==> src/rtl/mem_access_ctrl_pkg.sv <==
// Shared types for the load/store controller: access sizes, FSM states and
// the legality check used on request acceptance.
package lib_cpu;

   typedef enum logic [1:0] {
      SIZE_B = 2'd0,
      SIZE_H = 2'd1,
      SIZE_W = 2'd2
   } mem_size_t;

   typedef enum logic [1:0] {
      IDLE,
      READ,
      WRITE,
      RESP
   } mem_acc_state_t;

   // Size code 3 is folded in here so one call answers "will this request fault".
   function automatic logic is_misaligned(input logic [1:0] size, input logic [1:0] addr_lo);
      case (size)
         SIZE_B:  return 1'b0;
         SIZE_H:  return addr_lo[0];
         SIZE_W:  return (addr_lo != 2'b00);
         default: return 1'b1;
      endcase
   endfunction

endpackage

==> src/rtl/mem_access_ctrl_if.sv <==
// Request/response handshake plus word-memory port of the load/store controller.
// master = CPU datapath and memory side, slave = controller.
interface mem_access_ctrl_if #(parameter int ADDR_W = 8);
   logic              req_valid;
   logic              req_ready;
   logic              req_we;
   logic [1:0]        req_size;
   logic              req_signed;
   logic [ADDR_W-1:0] req_addr;
   logic [31:0]       req_wdata;
   logic              resp_valid;
   logic              resp_ready;
   logic [31:0]       resp_rdata;
   logic              resp_err;
   logic              mem_w_en;
   logic [ADDR_W-3:0] mem_addr;
   logic [31:0]       mem_w_data;
   logic [31:0]       mem_r_data;

   modport master (
      output req_valid, req_we, req_size, req_signed, req_addr, req_wdata,
      output resp_ready, mem_r_data,
      input  req_ready, resp_valid, resp_rdata, resp_err,
      input  mem_w_en, mem_addr, mem_w_data
   );

   modport slave (
      input  req_valid, req_we, req_size, req_signed, req_addr, req_wdata,
      input  resp_ready, mem_r_data,
      output req_ready, resp_valid, resp_rdata, resp_err,
      output mem_w_en, mem_addr, mem_w_data
   );
endinterface

==> src/rtl/mem_access_ctrl_lane_align.sv <==
// Combinational byte/halfword lane logic: extracts and extends a load value
// and merges sub-word store data into a word; word accesses pass straight through.
module mem_lane_align
   import lib_cpu::*;
(
   input  logic [31:0] word_i,
   input  logic [15:0] wdata_i,
   input  logic [1:0]  size_i,
   input  logic [1:0]  addr_lo_i,
   input  logic        signed_i,
   output logic [31:0] load_o,
   output logic [31:0] merged_o
);
   logic [7:0]  byte_v;
   logic [15:0] half_v;

   always_comb begin
      byte_v   = word_i[{addr_lo_i, 3'b000} +: 8];
      half_v   = addr_lo_i[1] ? word_i[31:16] : word_i[15:0];
      load_o   = word_i;
      merged_o = word_i;
      case (size_i)
         SIZE_B: begin
            load_o = {{24{signed_i & byte_v[7]}}, byte_v};
            merged_o[{addr_lo_i, 3'b000} +: 8] = wdata_i[7:0];
         end
         SIZE_H: begin
            load_o = {{16{signed_i & half_v[15]}}, half_v};
            merged_o[{addr_lo_i[1], 4'b0000} +: 16] = wdata_i;
         end
         default: ;
      endcase
   end
endmodule

==> src/rtl/mem_access_ctrl.sv <==
// Load/store controller: error->resp T+1, load/word store T+2, sub-word store T+3
// (RMW); one request in flight, response held until resp_ready. Option: MEM_ACCESS_ERR_COUNT_EN.
module mem_access_ctrl
   import lib_cpu::*;
#(
   parameter int ADDR_W = 8,
   parameter int DATA_W = 32
) (
   input  logic clk,
   input  logic reset_n,
   mem_access_ctrl_if.slave bus
`ifdef MEM_ACCESS_ERR_COUNT_EN
   ,
   output logic [15:0] err_count
`endif
);
   mem_acc_state_t    state_q, state_d;
   logic              we_q, signed_q, err_q;
   logic [1:0]        size_q, addr_lo_q;
   logic [15:0]       wdata_lo_q;
   logic [DATA_W-1:0] wr_word_q, rdata_q;
   logic [ADDR_W-3:0] mem_addr_q;
   logic [31:0]       load_val, merged_word;
   logic              accept, req_err;

   assign accept  = (state_q == IDLE) && bus.req_valid;
   assign req_err = is_misaligned(bus.req_size, bus.req_addr[1:0]);

   mem_lane_align u_align (
      .word_i    (bus.mem_r_data),
      .wdata_i   (wdata_lo_q),
      .size_i    (size_q),
      .addr_lo_i (addr_lo_q),
      .signed_i  (signed_q),
      .load_o    (load_val),
      .merged_o  (merged_word)
   );

   always_ff @(posedge clk or negedge reset_n) begin
      if (!reset_n) state_q <= IDLE;
      else          state_q <= state_d;
   end

   always_comb begin
      state_d = state_q;
      case (state_q)
         IDLE: begin
            if (bus.req_valid) begin
               if (req_err)                        state_d = RESP;
               else if (!bus.req_we)               state_d = READ;
               else if (bus.req_size == SIZE_W)    state_d = WRITE;
               else                                state_d = READ;
            end
         end
         READ:    state_d = we_q ? WRITE : RESP;
         WRITE:   state_d = RESP;
         RESP:    if (bus.resp_ready) state_d = IDLE;
         default: state_d = IDLE;
      endcase
   end

   always_comb begin
      bus.req_ready  = (state_q == IDLE);
      bus.resp_valid = (state_q == RESP);
      bus.resp_rdata = rdata_q;
      bus.resp_err   = err_q;
      bus.mem_w_en   = (state_q == WRITE);
      bus.mem_addr   = mem_addr_q;
      bus.mem_w_data = (state_q == WRITE) ? wr_word_q : '0;
   end

   // mem_addr_q is only reloaded by a legal request, so errors leave the bus untouched.
   always_ff @(posedge clk or negedge reset_n) begin
      if (!reset_n) begin
         we_q       <= 1'b0;
         signed_q   <= 1'b0;
         err_q      <= 1'b0;
         size_q     <= 2'b00;
         addr_lo_q  <= 2'b00;
         wdata_lo_q <= '0;
         wr_word_q  <= '0;
         rdata_q    <= '0;
         mem_addr_q <= '0;
      end else begin
         if (accept) begin
            we_q       <= bus.req_we;
            signed_q   <= bus.req_signed;
            err_q      <= req_err;
            size_q     <= bus.req_size;
            addr_lo_q  <= bus.req_addr[1:0];
            wdata_lo_q <= bus.req_wdata[15:0];
            wr_word_q  <= bus.req_wdata;
            rdata_q    <= '0;
            if (!req_err) mem_addr_q <= bus.req_addr[ADDR_W-1:2];
         end else if (state_q == READ) begin
            if (we_q) wr_word_q <= merged_word;
            else      rdata_q   <= load_val;
         end
      end
   end

`ifdef MEM_ACCESS_ERR_COUNT_EN
   logic [15:0] err_cnt_q;

   always_ff @(posedge clk or negedge reset_n) begin
      if (!reset_n) err_cnt_q <= '0;
      else if (accept && req_err && (err_cnt_q != 16'hFFFF)) err_cnt_q <= err_cnt_q + 16'd1;
   end

   assign err_count = err_cnt_q;
`endif
endmodule

==> src/flat_wrapper.sv <==
// flat-port wrapper written by rule: the top's interface ports become plain ports
module mem_access_ctrl_flat import lib_cpu::*;
#(
   parameter int ADDR_W = 8,
   parameter int DATA_W = 32
)
  (clk, reset_n, bus_req_valid, bus_req_we, bus_req_size, bus_req_signed, bus_req_addr, bus_req_wdata, bus_resp_ready, bus_mem_r_data, bus_req_ready, bus_resp_valid, bus_resp_rdata, bus_resp_err, bus_mem_w_en, bus_mem_addr, bus_mem_w_data);
  mem_access_ctrl_if #(.ADDR_W(ADDR_W)) bus_i ();
  input  logic clk;
  input  logic reset_n;
  input wire logic [$bits(bus_i.req_valid)-1:0] bus_req_valid;
  input wire logic [$bits(bus_i.req_we)-1:0] bus_req_we;
  input wire logic [$bits(bus_i.req_size)-1:0] bus_req_size;
  input wire logic [$bits(bus_i.req_signed)-1:0] bus_req_signed;
  input wire logic [$bits(bus_i.req_addr)-1:0] bus_req_addr;
  input wire logic [$bits(bus_i.req_wdata)-1:0] bus_req_wdata;
  input wire logic [$bits(bus_i.resp_ready)-1:0] bus_resp_ready;
  input wire logic [$bits(bus_i.mem_r_data)-1:0] bus_mem_r_data;
  output wire logic [$bits(bus_i.req_ready)-1:0] bus_req_ready;
  output wire logic [$bits(bus_i.resp_valid)-1:0] bus_resp_valid;
  output wire logic [$bits(bus_i.resp_rdata)-1:0] bus_resp_rdata;
  output wire logic [$bits(bus_i.resp_err)-1:0] bus_resp_err;
  output wire logic [$bits(bus_i.mem_w_en)-1:0] bus_mem_w_en;
  output wire logic [$bits(bus_i.mem_addr)-1:0] bus_mem_addr;
  output wire logic [$bits(bus_i.mem_w_data)-1:0] bus_mem_w_data;
  assign bus_i.req_valid = bus_req_valid;
  assign bus_i.req_we = bus_req_we;
  assign bus_i.req_size = bus_req_size;
  assign bus_i.req_signed = bus_req_signed;
  assign bus_i.req_addr = bus_req_addr;
  assign bus_i.req_wdata = bus_req_wdata;
  assign bus_i.resp_ready = bus_resp_ready;
  assign bus_i.mem_r_data = bus_mem_r_data;
  assign bus_req_ready = bus_i.req_ready;
  assign bus_resp_valid = bus_i.resp_valid;
  assign bus_resp_rdata = bus_i.resp_rdata;
  assign bus_resp_err = bus_i.resp_err;
  assign bus_mem_w_en = bus_i.mem_w_en;
  assign bus_mem_addr = bus_i.mem_addr;
  assign bus_mem_w_data = bus_i.mem_w_data;
  mem_access_ctrl #(.ADDR_W(ADDR_W), .DATA_W(DATA_W)) u_core (.clk(clk), .reset_n(reset_n), .bus(bus_i));
endmodule
==> config.mk <==
export PLATFORM = sky130hd
export DESIGN_NAME = mem_access_ctrl_flat
export DESIGN_NICKNAME = d
export VERILOG_FILES = /design/src/rtl/mem_access_ctrl_pkg.sv /design/src/rtl/mem_access_ctrl_if.sv /design/src/rtl/mem_access_ctrl_lane_align.sv /design/src/rtl/mem_access_ctrl.sv /design/src/flat_wrapper.sv
export SDC_FILE = /design/constraint.sdc
export NUM_CORES = 1
export LEC_CHECK = 0
export ABC_CLOCK_PERIOD_IN_PS = 4000
export CAP_MARGIN = 20
export CORE_ASPECT_RATIO = 1.25
export CORE_UTILIZATION = 32
export DETAILED_ROUTE_END_ITERATION = 8
export PLACE_DENSITY = 0.62
export SLEW_MARGIN = 20
export SYNTH_ARGS = -nofsm -noshare
export SYNTH_HDL_FRONTEND = slang
export SYNTH_HIERARCHICAL = 1
export SYNTH_SLANG_ARGS = --single-unit
==> constraint.sdc <==
create_clock -name clk -period 4 [get_ports clk]
set_input_delay 0.6 -clock clk [delete_from_list [all_inputs] [get_ports clk]]
set_output_delay 0.6 -clock clk [all_outputs]
set_load 0.02 [all_outputs]
==> impl_metrics.env <==
export IMPL_status="complete, no violations"
export IMPL_cts_tree="built"
export IMPL_cts_resized=0
export IMPL_dr_pass1_iters=5
export IMPL_grt_first_pass_wirelength_um=32700
export IMPL_synth_avg_cell_area_um2=8.64
export IMPL_post_dp_hpwl_um=15500
export IMPL_synthTopCellsByArea="dfrtp_1, nand2_1, mux2i_1"
export IMPL_antenna_left=0
export IMPL_drc=0
export IMPL_route_met2_wl_um=10200
export IMPL_top_layer_used="met4"
export IMPL_worst_pin_slew_ps=1050
export IMPL_synth_top_cell_by_area="dfrtp_1"
export IMPL_seqCellArea_um2=2380
export IMPL_diodes=0
export IMPL_hold_buffers=0
export IMPL_htree_levels=3
export IMPL_endpoint_kind="output port"
export IMPL_wl_met3_um=1410
export IMPL_worst_setup_path_type="flip-flop to output port"
export IMPL_grt_pass1_vias=5566
export IMPL_path_max_fanout=34
export IMPL_async_reset_ff_share_pct=100
export IMPL_worstPathArrival_ps=2270
export IMPL_setup_viol=0
export IMPL_ys_flop_type="dfrtp_1"
export IMPL_tns_ps=0
export IMPL_path_clk_slew_ps=80
export IMPL_synth_edf_count=0
export IMPL_max_cap_viol_count=0
export IMPL_n_fill_cell=1957
export IMPL_wl_per_cell_um=18.9
export IMPL_start_util_pct=32.7
export IMPL_multi_input_area_um2=3530
export IMPL_synth_area_um2=6370
export IMPL_fin_crit_ps=2870
export IMPL_skew_ps=10.1
export IMPL_root_buffer="clkbuf_16"
export IMPL_yosys_warnings=6
export IMPL_place_congestion=0.950
export IMPL_fin_cells=1116
export IMPL_maxClockFrequency_mhz=349
export IMPL_antenna_found_initial=0
export IMPL_die_w_um=128
export IMPL_dieArea_um2=20500
export IMPL_vdd_drop_max_v=0.000341
export IMPL_routed_wirelength_um=21000
export IMPL_hold_viol_final=0
export IMPL_ctsLongestPathBuffers=2
export IMPL_nets=936
export IMPL_grt_overflow=0
export IMPL_r2r_start="u_core/addr_lo_q[1]"
export IMPL_synth_distinct_cells=54
export IMPL_powerDensity_nw_per_um2=760
export IMPL_p_leak_nw=3.36
export IMPL_fp_dieH_um=160
export IMPL_viasPerCell=5.28
export IMPL_rsz0062_at_grt="false"
export IMPL_hold_path_class="primary input to async pin"
export IMPL_syn_inst=737
export IMPL_hold_slack_ps=238
export IMPL_clk_latency_ps=360
export IMPL_startpoint="u_core/state_q[0]"
export IMPL_syn_to_final_growth_pct=28.5
export IMPL_drt_iter0_markers=442
export IMPL_critPathLaunchType="flip-flop"
export IMPL_layout_drive_gt1_share_pct=6.46
export IMPL_yosysTopAreaCellShare_pct=37.3
export IMPL_vias=5896
export IMPL_portBuffers=153
export IMPL_wl_met1_um=8750
export IMPL_dp_cells=1100
export IMPL_cts_buffers=9
export IMPL_period_share_pct=71.7
export IMPL_io_pin_count=154
export IMPL_synth_nets=827
export IMPL_grt_max_degree=53
export IMPL_coreArea_um2=19500
export IMPL_critPathRequiredTime_ps=3400
export IMPL_slew_headroom_pct=29.8
export IMPL_postCtsSetupRepairBufs=0
export IMPL_gr_usage_all_layers_pct=20.8
export IMPL_cts_sinks=95
export IMPL_final_max_slew_viol_count=0
export IMPL_ys_ff_latch=95
export IMPL_ys_seq_area_share_pct=37.3
export IMPL_rows=57
path summary, 6_finish.rpt:
kind                                             to  slack, ps  cells past startpoint
max                              bus_mem_w_data[26]       1130                      4
min                        u_core/bus.resp_rdata[4]        240                      1
max reg2reg                    u_core/wr_word_q[20]       1130                      7
min reg2reg                    u_core/wr_word_q[19]        480                      2
max in group asynchronous       u_core/addr_lo_q[0]       2920                      2
min in group clk               u_core/wr_word_q[19]        480                      2
logic make-up (layout without fill, tap and decap cells):
logic type               Yosys count  after routing  share of synthesized area (%)
flip-flops                        95             95                           37.3
AND/OR/NAND/NOR                  302            302                           23.2
multiplexers                      49             49                           8.25
buffers and inverters             75            189                           7.29
AO/OA/AOI/OAI                    206            206                           22.0
adder cells (fa/ha/maj)           10             10                           1.96
synth_stat cells (all sizes together), types with 10 or more instances:
library cell and count:
and2 34, a21oi 65, mux2 10, ha 10, o21ai 47, buf 48, nor2 10, nand2b 10
mux2i 39, nand2 188, dfrtp 95, a31oi 17, or3b 16, a22oi 10, inv 10, o221ai 15
a221o 30, nor2b 21, clkbuf 17
critical path, cell delays in order (launching register included):
cell	delay, ps
dfrtp_1	420
inv_1	120
ha_2	510
and2_1	230
clkdlybuf4s50_1	610
routing by layer:
| layer | global-route usage (%) | vias to the layer above |
|---|---|---|
| met4 | 8.93 | 0 |
| met5 | 0 | - |
| met2 | 33.5 | 238 |
| met3 | 4.12 | 39 |
| li1 | - | 2840 |
| met1 | 27.0 | 2779 |
report_power, final:
| group | total [mW] | internal (mW) | switching (mW) |
|---|---|---|---|
| Combinational | 3.52 | 1.50 | 2.02 |
| Sequential | 1.80 | 1.38 | 0.424 |
| Clock | 0.908 | 0.494 | 0.414 |
state kept, by name, summed over array words and instances, names as in the netlist:
name	cells
u_core/wr_word_q	32
u_core/we_q	1
u_core/signed_q	1
u_core/bus.resp_err	1
u_core/bus.mem_addr	6
u_core/addr_lo_q	2
u_core/wdata_lo_q	16
u_core/bus.resp_rdata	32
u_core/size_q	2
u_core/state_q	2
layout make-up:
class	instances	area share [%]
inverters	10	0.458
well taps	265	4.05
flip-flops and latches	95	29.0
multi-input cells	567	43.2
repair buffers	163	19.6
clock inverters	7	0.947
clock buffers	9	2.75
placed cells by master, fill, tap and decap left out, types with 2 or more instances in the layout:
cell type | Yosys | layout
or3b_2 | 2 | 2
and4_1 | 2 | 2
nand2_1 | 187 | 187
nor2_1 | 10 | 10
mux2_4 | 6 | 6
o21ai_1 | 36 | 36
a22oi_1 | 8 | 8
a41oi_1 | 8 | 8
o221ai_2 | 2 | 2
inv_6 | 0 | 3
clkbuf_16 | 0 | 9
nor4_1 | 2 | 2
a31oi_1 | 17 | 17
mux2i_1 | 39 | 39
a221o_1 | 30 | 30
dfrtp_1 | 95 | 94
clkinv_2 | 0 | 2
clkdlybuf4s50_1 | 0 | 152
mux2_2 | 4 | 4
ha_1 | 10 | 9
nand2b_1 | 10 | 10
nor3_2 | 3 | 3
o221ai_1 | 13 | 13
a32oi_1 | 8 | 8
a21oi_1 | 65 | 65
o21ai_0 | 10 | 10
and2_1 | 33 | 33
nor2b_1 | 21 | 20
inv_1 | 9 | 9
nand3b_1 | 8 | 8
or3b_1 | 14 | 14
buf_4 | 8 | 11
per-stage QoR:
step	worst slack (ps)	cell area (µm²)	utilization, %	power [mW]
after floorplan	1890	6370	-	4.25
after global placement	1180	7880	40.5	5.27
after detailed placement	1130	7880	40.5	5.33
after CTS	721	8190	42.0	6.25
after global routing	810	8190	42.1	6.68
final	1130	8190	42.1	6.23
(Power assumes the default switching activity.)
